[config.mk]
export PLATFORM = sky130hd
export DESIGN_NAME = adc_frame_queue_to_fifo
export DESIGN_NICKNAME = d
export VERILOG_FILES = /design/src/rtl/adc_frame_queue_to_fifo.sv
export SDC_FILE = /design/constraint.sdc
export NUM_CORES = 1
export LEC_CHECK = 0
export BUFFER_PORTS_ARGS = -buffer_cell sky130_fd_sc_hd__buf_2
export CELL_PAD_IN_SITES_DETAIL_PLACEMENT = 0
export CELL_PAD_IN_SITES_GLOBAL_PLACEMENT = 1
export CORE_AREA = 2 2 251 253
export DETAILED_ROUTE_END_ITERATION = 7
export DIE_AREA = 0 0 253 255
export PLACE_DENSITY_LB_ADDON = 0.1
export SETUP_SLACK_MARGIN = 0.1
export SKIP_CTS_REPAIR_TIMING = 1
export SYNTH_ARGS = -nofsm -noshare
export SYNTH_HDL_FRONTEND = slang
export SYNTH_SLANG_ARGS = --single-unit
[constraint.sdc]
create_clock -name clk -period 15.5 [get_ports clk]
set_input_delay 0.775 -clock clk [delete_from_list [all_inputs] [get_ports clk]]
set_output_delay 0.775 -clock clk [all_outputs]
set_load 0.05 [all_outputs]
[src/rtl/adc_frame_queue_to_fifo.sv]
// ADC frame push sequencer: queues packed frames in circular slots and serialises them to a ready/valid FIFO port.
// Define ADC_FRAME_HDR_EN to prefix each frame with a {8'hA5, seq, WORDS_OUT} header beat.
module adc_frame_queue_to_fifo #(
  parameter int unsigned DATA_W      = 32,
  parameter int unsigned WORDS_IN    = 10,
  parameter int unsigned WORDS_OUT   = 9,
  parameter int unsigned FRAME_DEPTH = 2,
  localparam int unsigned CNT_W      = $clog2(FRAME_DEPTH + 1)
) (
  input  logic                       clk,
  input  logic                       rst_n,
  input  logic                       cfg_enable,
  input  logic                       flush,
  input  logic                       clr_overrun,
  input  logic                       frame_valid,
  input  logic [DATA_W*WORDS_IN-1:0] frame_words_packed,
  output logic                       push_valid,
  output logic [DATA_W-1:0]          push_data,
  input  logic                       push_ready,
  output logic                       busy,
  output logic [CNT_W-1:0]           frames_queued,
  output logic                       frame_dropped,
  output logic [15:0]                drop_count,
  output logic                       overrun
);

`ifdef ADC_FRAME_HDR_EN
  localparam int unsigned LEN = WORDS_OUT + 1;
`else
  localparam int unsigned LEN = WORDS_OUT;
`endif
  localparam int unsigned IDX_W  = $clog2(LEN + 1);
  localparam int unsigned PTR_W  = (FRAME_DEPTH > 1) ? $clog2(FRAME_DEPTH) : 1;
  localparam int unsigned WIDX_W = (WORDS_OUT > 1) ? $clog2(WORDS_OUT) : 1;
  localparam int unsigned SLOT_W = DATA_W * WORDS_OUT;

  logic [SLOT_W-1:0] slot_mem [FRAME_DEPTH];

  logic [PTR_W-1:0]  wr_ptr, rd_ptr, nxt_wr, nxt_rd;
  logic [IDX_W-1:0]  idx, nxt_idx;
  logic [CNT_W-1:0]  nxt_count;
  logic [15:0]       nxt_drop_count;
  logic              nxt_overrun;
  logic [DATA_W-1:0] nxt_data;
  logic [WIDX_W-1:0] widx;
  logic              hs, last_beat, slot_free, accept, drop, fwd;

`ifdef ADC_FRAME_HDR_EN
  logic [7:0] seq_cnt;
  logic [7:0] slot_seq [FRAME_DEPTH];
  logic [7:0] hdr_seq;
`endif

  // Words above WORDS_OUT (e.g. CRC) are intentionally discarded.
  generate
    if (WORDS_IN > WORDS_OUT) begin : g_unused
      logic unused_upper_words;
      assign unused_upper_words = ^frame_words_packed[DATA_W*WORDS_IN-1:SLOT_W];
    end
  endgenerate

  function automatic logic [PTR_W-1:0] ptr_inc(input logic [PTR_W-1:0] p);
    return (p == PTR_W'(FRAME_DEPTH - 1)) ? '0 : p + PTR_W'(1);
  endfunction

  // Next-state: queue bookkeeping, drop accounting and the next presented word.
  always_comb begin
    hs             = push_valid && push_ready;
    last_beat      = hs && (idx == IDX_W'(LEN - 1));
    slot_free      = (frames_queued < CNT_W'(FRAME_DEPTH)) || last_beat;
    accept         = frame_valid && cfg_enable && slot_free && !flush;
    drop           = frame_valid && cfg_enable && !slot_free && !flush;
    nxt_wr         = wr_ptr;
    nxt_rd         = rd_ptr;
    nxt_idx        = idx;
    nxt_count      = frames_queued;
    nxt_drop_count = drop_count;
    nxt_overrun    = overrun;
    nxt_data       = '0;
    widx           = '0;
    fwd            = 1'b0;
`ifdef ADC_FRAME_HDR_EN
    hdr_seq        = '0;
`endif

    if (flush) begin
      nxt_wr    = '0;
      nxt_rd    = '0;
      nxt_idx   = '0;
      nxt_count = '0;
    end else begin
      if (hs) begin
        if (last_beat) begin
          nxt_idx = '0;
          nxt_rd  = ptr_inc(rd_ptr);
        end else begin
          nxt_idx = idx + IDX_W'(1);
        end
      end
      if (accept) nxt_wr = ptr_inc(wr_ptr);
      case ({accept, last_beat})
        2'b10:   nxt_count = frames_queued + CNT_W'(1);
        2'b01:   nxt_count = frames_queued - CNT_W'(1);
        default: nxt_count = frames_queued;
      endcase
    end

    if (drop) begin
      nxt_overrun    = 1'b1;
      nxt_drop_count = clr_overrun ? 16'd1 :
                       (drop_count == 16'hFFFF) ? drop_count : drop_count + 16'd1;
    end else if (clr_overrun) begin
      nxt_overrun    = 1'b0;
      nxt_drop_count = '0;
    end

    // A frame written this cycle into the slot about to be read is forwarded from the input.
    fwd = accept && (wr_ptr == nxt_rd);
`ifdef ADC_FRAME_HDR_EN
    widx = WIDX_W'(nxt_idx - IDX_W'(1));
    if (nxt_idx == '0) begin
      hdr_seq  = fwd ? seq_cnt : slot_seq[nxt_rd];
      nxt_data = DATA_W'({8'hA5, hdr_seq, 16'(WORDS_OUT)});
    end else begin
      nxt_data = fwd ? frame_words_packed[DATA_W*widx +: DATA_W]
                     : slot_mem[nxt_rd][DATA_W*widx +: DATA_W];
    end
`else
    widx     = WIDX_W'(nxt_idx);
    nxt_data = fwd ? frame_words_packed[DATA_W*widx +: DATA_W]
                   : slot_mem[nxt_rd][DATA_W*widx +: DATA_W];
`endif
    if (nxt_count == '0) nxt_data = '0;
  end

  always_ff @(posedge clk or negedge rst_n) begin
    if (!rst_n) begin
      wr_ptr        <= '0;
      rd_ptr        <= '0;
      idx           <= '0;
      frames_queued <= '0;
      push_valid    <= 1'b0;
      push_data     <= '0;
      busy          <= 1'b0;
      frame_dropped <= 1'b0;
      drop_count    <= '0;
      overrun       <= 1'b0;
    end else begin
      wr_ptr        <= nxt_wr;
      rd_ptr        <= nxt_rd;
      idx           <= nxt_idx;
      frames_queued <= nxt_count;
      push_valid    <= (nxt_count != '0);
      push_data     <= nxt_data;
      busy          <= (nxt_count != '0);
      frame_dropped <= drop;
      drop_count    <= nxt_drop_count;
      overrun       <= nxt_overrun;
    end
  end

  // Slot payload storage; contents are only observed once a slot is occupied.
  always_ff @(posedge clk) begin
    if (accept) slot_mem[wr_ptr] <= frame_words_packed[SLOT_W-1:0];
  end

`ifdef ADC_FRAME_HDR_EN
  always_ff @(posedge clk or negedge rst_n) begin
    if (!rst_n)      seq_cnt <= '0;
    else if (accept) seq_cnt <= seq_cnt + 8'd1;
  end

  always_ff @(posedge clk) begin
    if (accept) slot_seq[wr_ptr] <= seq_cnt;
  end
`endif

endmodule

# Yosys cells after proc, flatten, opt, wreduce, memory -nomap -nowiden
# Memories as Yosys holds them, arrays and structs flattened.
# Cells that the tools add are included.
# word_totals
register_bits,59
mem_count,1
out_inout_bits,54
wordCells,63
inputBits,327
ramBits,576
# memory_table
name,depth,word_bits,read_ports,rd_ports_with_merged_regs,wr,line,rtl
slot_mem,2,288,1,0,1,37,logic [SLOT_W-1:0] slot_mem [FRAME_DEPTH];
# classes
n_eq_ne,6
add_sub_neg,6
mux,22
reduce_logical,16
order_cmp,1
shift,2
# op_table
cell,n
320-bit by 10-bit indexed part select with 32-bit output,1
288-bit by 10-bit indexed part select with 32-bit output,1
16-bit two-way mux,4
32-bit two-way mux,2
"16-bit by 1-bit adder with 16-bit output, second input constant",1
"16-bit == test, second input constant",1
4-bit two-way mux,3
1-bit two-way mux,11
1-bit logical AND,8
2-bit nonzero test,3
"4-bit by 1-bit adder with 4-bit output, second input constant",1
"4-bit == test, second input constant",1
2-bit case mux with 2 select lines,1
"1-bit adder, second input constant",2
"2-bit by 1-bit adder with 2-bit output, second input constant",1
"2-bit by 1-bit == test with 1-bit output, second input constant",1
"2-bit == test, second input constant",1
1-bit zero test,2
2-bit zero test,1
"2-bit < comparator, second input constant",1
2-bit two-way mux,1
"2-bit inequality test, second input constant",1
2-bit AND reduction,1
"2-bit by 1-bit subtractor with 2-bit output, second input constant",1
other kinds (2),2

# Depth between registers and ports, before layout
# Gate-level depths: netlist of the first run.
# depth
ltp_word,10
mapped_depth,14
depth_no_buf,14

# Worst setup path after synthesis of the first run
# OpenSTA, ideal clock, no wires.
# synth_timing
path_type,register to register
from,reg busy (netlist name)
to,"mem slot_mem[0][0] in the netlist's numbering, enable pin"
arrival_ns,13.237
stages_incl_launch_ff,7
path_buffers,1
period_less_slack_ns,14.179
slack_ns,1.321
setup_time_ns,0.942
required_ns,14.558
cell_sequence,dfrtp_1 > and2_1 > buf_2 > nand2_1 > nand2_1 > nand2_1 > nor2_1
# synth_rtl
element,line
"end, declared",37

# Final worst setup path of the first run
# layout_timing
from,reg idx[0]
to,reg push_data[5]
# layout_between
elab_chain_cells,10
elab_cells_between_ends,24
cone_classes,add/sub: 1; eq/ne: 4; shift: 2; mux: 10; reduce/logical: 6; memory: 1
# layout_rtl
element,line,rtl
"start, declared",40,"logic [IDX_W-1:0] idx, nxt_idx;"
"start signal, assigned",151,idx <= nxt_idx;
"parallel branches: the longest is 9 deep, another holds 4-bit by 1-bit adder with 4-bit output",-,
32-bit two-way mux *,133,if (nxt_count == '0) nxt_data = '0;
via nxt_data[5],44,logic [DATA_W-1:0] nxt_data;
"end signal, assigned",154,push_data <= nxt_data;
"end, declared",18,"output logic [DATA_W-1:0] push_data,"
# Mark *: on every way through the listed nets, which the timed path passes.
# A chain may end at the register's enable or synchronous reset.

==> results of run 1 <==
==> layout make-up <==
cell class	count	area share (%)
flip-flops and latches	635	58.1
diodes	17	0.132
clock inverters	30	1.02
multi-input cells	1323	24.7
repair buffers	410	6.67
well taps	799	3.10
clock buffers	102	6.05
inverters	11	0.167
==> metrics by stage <==
| step | instance area, sq um | hold slack [ns] | instances |
|---|---|---|---|
| detailed placement | 30000 | 0.527 | 3178 |
| finish | 32300 | 0.351 | 3327 |
| global placement | 30000 | 0.515 | 3178 |
| CTS | 32300 | 0.331 | 3310 |
| global route | 32300 | 0.353 | 3324 |
| floorplan | 27600 | 0.479 | 2142 |
==> layout by cell type, fill, tap and decap left out, types with 4 or more instances in the layout <==
cell,instances
mux2i_1,63
and3_1,41
clkbuf_8,4
a311oi_1,63
clkbuf_1,26
buf_4,29
o32ai_1,31
o311ai_0,29
clkinv_2,8
buf_2,379
nand2_1,488
a32oi_1,32
clkinv_1,9
a221oi_1,62
xor2_1,11
nand4_1,7
o21ai_0,11
mux2_2,32
ha_1,4
nand3_1,84
clkbuf_16,72
a2111oi_0,31
dfrtp_1,58
bufinv_16,5
nor2_1,48
a211oi_1,64
edfxtp_1,576
nor2b_1,35
diode_2,17
or3_1,4
a31oi_1,6
clkinv_8,5
a21oi_1,132
inv_1,7
==> cell usage after synthesis (8+ instances only) <==
master	number
and3_1	42
buf_6	13
o32ai_1	31
mux2_2	32
inv_1	8
buf_2	56
a221oi_1	62
dfrtp_1	59
clkbuf_1	81
edfxtp_1	576
a311oi_1	63
a32oi_1	33
o311ai_0	29
o21ai_0	11
a2111oi_0	31
mux2i_1	63
a21oi_1	132
nand3_1	86
buf_1	10
nor2_1	50
a211oi_1	64
xor2_1	11
buf_4	13
nand2_1	489
nor2b_1	36
==> power groups by stage <==
stage / sequential (mW) / combinational (mW) / clock [mW]
after floorplan: 1.98 / 0.111 / 0
after global placement: 1.96 / 0.236 / 0
after detailed placement: 1.96 / 0.240 / 0
after CTS: 1.92 / 0.241 / 1.68
after global routing: 1.92 / 0.262 / 1.75
final: 1.92 / 0.240 / 1.65
==> final timing paths <==
kind	from	end	slack, ns	cells past startpoint
max	idx[0]	push_data[5]	10.85	10
min	rst_n	push_data[25]	0.35	1
max reg2reg	idx[0]	push_data[5]	10.85	10
min reg2reg	overrun	overrun	0.53	2
max in group asynchronous	rst_n	rd_ptr	14.32	1
min in group clk	frame_words_packed[160]	slot_mem[0][160]	0.36	1
==> cells by family after synthesis <==
logic type	count (synthesis)	synth area share, %
AO/OA/AOI/OAI	478	12.9
XOR/XNOR	14	0.445
adder cells (fa/ha/maj)	4	0.181
AND/OR/NAND/NOR	732	11.5
multiplexers	95	3.59
buffers and inverters	184	3.29
flip-flops	635	68.1
==> per-layer routing <==
layer	GRT usage, %	wire, um
met4	8.00	1570
met5	0	207
met1	37.5	37600
met3	5.60	6360
met2	38.6	39100
==> flip-flops by register name, summed over array words and instances, names as in the netlist <==
| name | cells |
|---|---|
| slot_mem | 576 |
| push_data | 32 |
| drop_count | 16 |
| idx | 4 |
| frames_queued | 2 |
| busy | 1 |
| frame_dropped | 1 |
| overrun | 1 |
| rd_ptr | 1 |
| wr_ptr | 1 |
==> summary.md, run 1 <==
| Metric | Value |
|---|---|
| Vias in the first global route | `18.7k` |
| 1st-iter DRT viols | `1715` |
| Async SR Flop Fraction | `9.29%` |
| #FFs+latches synth | `635` |
| FMAX | `215 MHz` |
| Sink Count | `635` |
| Total Routing Usage GR | `25.7%` |
| Vias after detailed routing | `19.6k` |
| CTS tree | `yes` |
| Status | `complete, no violations` |
| Crit-path leading delay family | `buffers and inverters` |
| Pins over their slew limit | `0` |
| Critical path type | `flop to flop` |
| CP Max Fanout | `89` |
| Endpoints failing hold | `0` |
| P_int | `2.96 mW` |
| Clk Tree Root Cell | `clkbuf_16` |
| Synth top area cells | `edfxtp_1 (63%), nand2_1 (6.7%), dfrtp_1 (5.4%)` |
| CP Launch Type | `flop` |
| Area grow syn2layout | `17.1%` |
| First-pass GRT wire length | `123000 um` |
| Setup TNS Final | `0 ns` |
| Normalized max-slew margin | `15.3%` |
| Clock Tree Buf Depth | `3` |
| Chip Height | `255 um` |
| Vias per cell | `5.89` |
| Crit path capture type | `flop` |
| Syn Nets | `2473` |
| Site Rows | `92` |
| Final worst slack | `10.85 ns` |
| Routed WL | `84900 um` |
| Clk pwr share | `43.3%` |
| WL/cell | `25.5 um` |
| CP bufs+invs | `3` |
| Max incr delay on CP | `0.84 ns` |
| Fin crit share | `30.0%` |
| Leakage power | `11.5 nW` |
| Main synth FF type | `edfxtp_1` |
| Remaining DRCs | `0` |
| Avg Synthesized Cell Area | `12.9 sq um` |
| # IOs | `381` |
| First-pass DRT Iterations | `5` |
| Share of layout cells above drive strength 1 | `22.5%` |
| IO Port Bufs | `380` |
| Total net switching power | `0.854 mW` |
| Detailed placement HPWL | `50500 um` |
| Clock skew after layout | `0.0175 ns` |
| Die ar. | `64500 sq um` |
| Post-Place Worst Slack | `10.75 ns` |
| Initial Util | `44.4%` |
| Reg area | `18800 sq um` |
| Unrepaired setup endpoints after global routing | `false` |
| Critical Path AT | `5.11 ns` |
| Worst-Skew Late Latency | `0.61 ns` |
| Largest net degree at the start of global routing | `177` |
| Switching share of power | `22.4%` |
| Mapped Cells | `2142` |
| GPL Wtd Cong | `0.815` |
| Crit-path cells | `inv_1 > ha_1 > and3b_4 > nand3_2 > and2_4 > inv_6 > buf_4 > a21oi_1 > o311ai_0 > o32ai_1` |
| Min-delay worst type | `input port to asynchronous set/reset pin` |
| Maximum vdd ir drop | `0.0781 mV` |
| Area of the multi-input gates | `7990 sq um` |
| Combinational Power Share | `6.3%` |
| Core Util, Final | `52.0%` |
| Least-Margin Pin Slew | `1.27 ns` |
| Antenna-violating nets left | `0` |
| Final Setup Violations | `0` |
| CP max stage cell | `buf_4` |
| Yosys warning count | `0` |
| Max-capacitance violation count | `0` |
| Core Footprint | `62200 sq um` |
| Die width | `253 um` |
| Clk slew on worst S/H paths | `0.06 ns` |
| Yosys top cell area share | `62.7%` |
| Layout Nets | `2783` |
| CTS Buf Count | `71` |
| Total power | `3.81 mW` |
| CTS H-tree lvls | `3` |
| PD cells | `118 nW/um^2` |
| Seq pwr share | `50.4%` |
| Initial antenna violation count | `39` |
| Final worst path period need | `4.65 ns` |
| Layout fillers | `5439` |
| Crit path required time | `15.96 ns` |
| Synth cell types | `56` |
| Area of the mapped netlist | `27600 sq um` |
| EDFF count, synth | `576` |
| Post-synth top area cell | `edfxtp_1` |
| Sequential fraction of the synthesis area | `68.1%` |
| Overflow after GRT | `0` |
Note: power is estimated with default switching activity, not from simulation.
==> run 2, diff against run 1 <==
==> constraint.sdc (replaced) <==
create_clock -name clk -period 4.5 [get_ports clk]
set_input_delay 0.225 -clock clk [delete_from_list [all_inputs] [get_ports clk]]
set_output_delay 0.225 -clock clk [all_outputs]
set_load 0.05 [all_outputs]
==> summary.md, run 2 (same netlist as run 1, synthesis figures left out) <==
| Metric | Value |
|---|---|
| Cells after DPL | `3198` |
| Post-Place Worst Slack | `0.450 ns` |
| Initial antenna violation count | `13` |
| Chip Height | `255 um` |
| Final worst path period need | `4.19 ns` |
| Largest net degree at the start of global routing | `158` |
| Antenna-violating nets left | `0` |
| Commonest non-fill, non-tap cells in the layout | `edfxtp_1 (576), nand2_1 (485), buf_2 (379), dlygate4sd3_1 (321), a21oi_1 (132)` |
| CP Max Fanout | `130` |
| Clk Tree Root Cell | `clkbuf_16` |
| Pins over their slew limit | `0` |
| # IOs | `381` |
| Endpoints failing hold | `0` |
| Clk slew on worst S/H paths | `0.06 ns` |
| Site Rows | `92` |
| Worst-Skew Late Latency | `0.62 ns` |
| Hold WS | `0.0187 ns` |
| Area grow syn2layout | `29.6%` |
| WL/cell | `24.0 um` |
| Fin crit share | `93.2%` |
| Status | `complete, no violations` |
| Sink Count | `635` |
| GPL Wtd Cong | `0.827` |
| First-pass DRT Iterations | `5` |
| Initial Util | `44.4%` |
| Setup TNS Final | `0 ns` |
| Crit path capture type | `flop` |
| Die ar. | `64500 sq um` |
| Layout Nets | `3124` |
| Detailed placement HPWL | `52900 um` |
| Critical path type | `flop to flop` |
| Remaining DRCs | `0` |
| Overflow after GRT | `0` |
| PD cells | `373 nW/um^2` |
| Cell Area, Placed | `30300 sq um` |
| FMAX | `238 MHz` |
| Max-capacitance violation count | `0` |
| Core Footprint | `62200 sq um` |
| Least-Margin Pin Slew | `1.35 ns` |
| Non-filler cells, final | `3660` |
| Clock Tree Buf Depth | `3` |
| CTS H-tree lvls | `3` |
| Final Cell Area | `35700 sq um` |
| Most flop-heavy register | `slot_mem` |
| Normalized max-slew margin | `8.72%` |
| Most common cell after layout, fill and taps aside | `edfxtp_1` |
| CTS tree | `yes` |
| Biggest regs | `slot_mem (576), push_data (32), drop_count (16)` |
| Final worst slack | `0.306 ns` |
| Die width | `253 um` |
| Vias after detailed routing | `21.0k` |
| 1st-iter DRT viols | `1804` |
| IO Port Bufs | `380` |
| Vias per cell | `5.74` |
| Crit path required time | `4.94 ns` |
| Total Routing Usage GR | `25.9%` |
| First-pass GRT wire length | `124000 um` |
| Share of layout cells above drive strength 1 | `20.7%` |
| Max reg flops | `576` |
| Min-delay worst type | `input port to flop` |
| Critical Path AT | `4.63 ns` |
| Leakage power | `13.0 nW` |
| Clock skew after layout | `0.0140 ns` |
| CTS Buf Count | `71` |
| Final Setup Violations | `0` |
| CP Launch Type | `flop` |
| Maximum vdd ir drop | `0.359 mV` |
| Vias in the first global route | `18.8k` |
| Routed WL | `87800 um` |
| Unrepaired setup endpoints after global routing | `false` |
[run 2: area by class of cell]
type	instances	area (sq um)
clock inverter	26	248
antenna	10	25.0
fill	5127	26400
inverter	11	53.8
multi-input combinational	1323	8010
timing repair buffer	751	5630
sequential	635	18800
clock buffer	105	2000
tap	799	1000
[run 2: stage by stage]
| stage | utilization, % | total power [mW] |
|---|---|---|
| final | 57.5 | 13.3 |
| after global routing | 57.5 | 13.7 |
| after CTS | 52.3 | 13.2 |
| after detailed placement | 48.7 | 7.59 |
| after global placement | 48.7 | 7.58 |
| after floorplan | - | 7.17 |
[run 2: path summary, 6_finish.rpt]
check	start	end	slack (ns)	cells after the start
max	idx[0]	push_data[13]	0.31	10
min	frame_words_packed[309]	push_data[21]	0.02	3
max reg2reg	idx[0]	push_data[13]	0.31	10
min reg2reg	overrun	overrun	0.54	2
max in group asynchronous	rst_n	rd_ptr	3.33	3
min in group asynchronous	rst_n	push_data[25]	0.24	2
[run 2: metal layers]
metal  up-vias  track usage (%)  share of wire (%)
li1       9578                -                  -
met3       146             5.24                7.0
met4        16             7.59                2.1
met2       842             39.2                 47
met1     10400             37.8                 44
met5         -                0               0.11
[run 2: power breakdown]
part	leakage [nW]	internal (mW)	switching, mW	total [mW]
logic	5.82	0.474	0.620	1.09
clock network	1.09	3.27	2.37	5.64
registers	6.04	6.58	0.0370	6.62
total	13.0	10.3	3.02	13.3
[run 2: critical path: stages (launching register included)]
cell and delay [ns]:
dfrtp_1 0.46, inv_2 0.11, ha_4 0.16, nand3b_4 0.10, a22oi_2 0.67, inv_8 0.48
buf_12 0.39, nand2_1 0.13, a21oi_1 0.06, o311ai_0 1.13, o32ai_1 0.15
==> run 3, diff against run 2 <==
--- a/config.mk
+++ b/config.mk
@@ -5,12 +5,13 @@
 export SDC_FILE = /design/constraint.sdc
 export NUM_CORES = 1
 export LEC_CHECK = 0
+export ABC_AREA = 1
 export BUFFER_PORTS_ARGS = -buffer_cell sky130_fd_sc_hd__buf_2
 export CELL_PAD_IN_SITES_DETAIL_PLACEMENT = 0
 export CELL_PAD_IN_SITES_GLOBAL_PLACEMENT = 1
-export CORE_AREA = 2 2 251 253
+export CORE_AREA = 2 2 263 265
 export DETAILED_ROUTE_END_ITERATION = 7
-export DIE_AREA = 0 0 253 255
+export DIE_AREA = 0 0 265 267
 export PLACE_DENSITY_LB_ADDON = 0.1
 export SETUP_SLACK_MARGIN = 0.1
 export SKIP_CTS_REPAIR_TIMING = 1
==> summary.md, run 3 <==
| Metric | Value |
|---|---|
| Status | `complete, no violations` |
| FMAX | `283 MHz` |
| Critical path type | `flop to flop` |
| Initial antenna violation count | `3` |
| Final worst path period need | `3.54 ns` |
| Max-capacitance violation count | `0` |
| WL/cell | `21.3 um` |
| Normalized max-slew margin | `36.0%` |
| Combinational Power Share | `10.2%` |
| Antenna-violating nets left | `0` |
| Cell depth of the worst hold path | `7` |
| Crit-path leading delay family | `simple AND/OR/NAND/NOR gates` |
| Share of layout cells above drive strength 1 | `14.1%` |
| Commonest cells in the synthesized netlist | `nand2_1 (994), edfxtp_1 (576), nor2_1 (376)` |
| Clock skew after layout | `0.0188 ns` |
| First-pass GRT wire length | `148000 um` |
| Unrepaired setup endpoints after global routing | `false` |
| Post-synth top area cell | `edfxtp_1` |
| Initial Util | `44.6%` |
| Critical Path AT | `3.99 ns` |
| Area of the mapped netlist | `30300 sq um` |
| CP Max Fanout | `48` |
| Overflow after GRT | `0` |
| Min-delay worst type | `input port to flop` |
| 1st-iter DRT viols | `2723` |
| Die width | `265 um` |
| Commonest non-fill, non-tap cells in the layout | `nand2_1 (994), edfxtp_1 (576), buf_2 (380), nor2_1 (372), inv_1 (301)` |
| Vias in the first global route | `23.1k` |
| Least-Margin Pin Slew | `0.960 ns` |
| Core Util, Final | `56.2%` |
| Switching share of power | `24.3%` |
| Async SR Flop Fraction | `9.29%` |
| Sequential fraction of the synthesis area | `61.9%` |
| Most flop-heavy register | `slot_mem` |
| Avg Synthesized Cell Area | `9.11 sq um` |
| Clk Tree Root Cell | `clkbuf_16` |
| Mapped Cells | `3332` |
| Max incr delay on CP | `0.53 ns` |
| Clk pwr share | `40.9%` |
| Endpoints failing hold | `0` |
| P_int | `10.2 mW` |
| Sink Count | `635` |
| Vias after detailed routing | `25.7k` |
| Largest net degree at the start of global routing | `176` |
| Crit-path cells | `inv_1 > ha_1 > nand2_1 > inv_2 > nand3_4 > nand3_4 > nand2_1 > nand3_4 > buf_4 > nor2_1 > nor2_1 > nand2_1 > nand2_1 > nand2_1 > nand2_1 > a21oi_1` |
| Site Rows | `96` |
| Total net switching power | `3.29 mW` |
| PD cells | `355 nW/um^2` |
| Synth top area cells | `edfxtp_1 (57%), nand2_1 (12%), dfrtp_1 (4.9%)` |
| FF-to-FF setup slack | `0.96 ns` |
| Die ar. | `70800 sq um` |
| Most common cell after layout, fill and taps aside | `nand2_1` |
| Hold EP | `push_data[27]` |
| R2R cell count | `16` |
| Pins over their slew limit | `0` |
| Remaining DRCs | `0` |
| Min-delay src | `frame_words_packed[315]` |
| Crit path capture type | `flop` |
| Crit path required time | `4.95 ns` |
| CTS H-tree lvls | `3` |
| CTS tree | `yes` |
| Reg2reg start | `idx[0]` |
| Main synth FF type | `edfxtp_1` |
| Yosys top cell area share | `57.0%` |
| GPL Wtd Cong | `0.893` |
| Synth cell types | `35` |
| Area grow syn2layout | `25.8%` |
| First-pass DRT Iterations | `8` |
| Syn Nets | `3663` |
| Worst-Skew Late Latency | `0.62 ns` |
| CP bufs+invs | `3` |
| # IOs | `381` |
| Max reg flops | `576` |
| Seq pwr share | `48.9%` |
| Crit. path cell count | `16` |
| Leakage power | `16.4 nW` |
| Yosys warning count | `0` |
| Core Footprint | `68000 sq um` |
| RR Endpoint | `push_data[17]` |
| CP max stage cell | `buf_4` |
| Count leader, synth | `nand2_1` |
| Clock Tree Buf Depth | `3` |
| EDFF count, synth | `576` |
| Fin crit share | `78.6%` |
| Final Setup Violations | `0` |
| Final Cell Area | `38200 sq um` |
| Cell Area, Placed | `33100 sq um` |
| Layout Nets | `4247` |
| Detailed placement HPWL | `66400 um` |
| Biggest regs | `slot_mem (576), push_data (32), drop_count (16)` |
| Vias per cell | `5.28` |
| Chip Height | `267 um` |
| Clk slew on worst S/H paths | `0.06 ns` |
| Total Routing Usage GR | `28.1%` |
| #FFs+latches synth | `635` |
| Setup TNS Final | `0 ns` |
| CP most frequent cell | `nand2_1` |
| IO Port Bufs | `380` |
| Hold WS | `0.101 ns` |
| Maximum vdd ir drop | `0.229 mV` |
| CTS Buf Count | `73` |
| CP Launch Type | `flop` |
| Routed WL | `104000 um` |
## run 3: worst max-delay path by stage
stage / from / endpoint / slack, ns
finish: idx[0] / push_data[17] / 0.96
global route: idx[0] / push_data[17] / 0.73
CTS: idx[0] / push_data[17] / 0.95
detailed placement: idx[0] / push_data[17] / 0.97
global placement: idx[0] / push_data[17] / 0.98
floorplan: busy / slot_mem[0][0] / -1.54
## run 3: logic make-up (layout without fill, tap and decap cells)
| group | after synthesis | count (layout) | synth area share, % |
|---|---|---|---|
| and+or+nand+nor | 1782 | 1782 | 24.4 |
| other | 0 | 3 | 0 |
| AOI/OAI and AO/OA | 386 | 386 | 6.45 |
| adders and majority gates | 4 | 4 | 0.165 |
| xor gates and xnor gates | 2 | 2 | 0.0577 |
| DFF | 635 | 635 | 61.9 |
| buffers and inverters | 523 | 1164 | 7.09 |
## run 3: area by class of cell
type                       count  area, sq um
fill                        6062        29800
sequential                   635        18800
multi-input combinational   2174         9510
timing repair buffer         724         5430
clock buffer                  96         1990
inverter                     308         1170
tap                          882         1100
clock inverter                36          203
antenna                        3         7.51
## run 3: power groups by stage
stage / Combinational [mW] / Sequential, mW / Clock [mW]
after floorplan: 0.558 / 6.79 / 0
after global placement: 1.17 / 6.73 / 0
after detailed placement: 1.18 / 6.74 / 0
after CTS: 1.18 / 6.61 / 5.64
after global routing: 1.51 / 6.62 / 5.85
final: 1.39 / 6.62 / 5.54
## run 3: per-stage QoR
| step | cells | total power, mW | setup WS (ns) |
|---|---|---|---|
| 2_1_floorplan | 3332 | 7.35 | -1.54 |
| 3_3_place_gp | 4432 | 7.90 | 0.975 |
| 3_5_place_dp | 4432 | 7.91 | 0.967 |
| 4_1_cts | 4564 | 13.4 | 0.949 |
| 5_1_grt | 4857 | 14.0 | 0.731 |
| 6_report | 4858 | 13.5 | 0.962 |
## run 3: layer usage
metal | GRT usage [%] | wire length [um] | vias up
met5 | 0 | 13 | -
met4 | 9.42 | 2970 | 2
met3 | 3.51 | 6080 | 154
met2 | 46.7 | 50200 | 905
met1 | 38.4 | 44200 | 12400
li1 | - | - | 12200
## run 3: tightest hold or removal path, cell delays in order
cell	delay, ns
buf_2	0.11
nand3_1	0.08
a21oi_1	0.06
nand2_1	0.07
nand2_1	0.05
nand2_1	0.05
a21oi_1	0.04
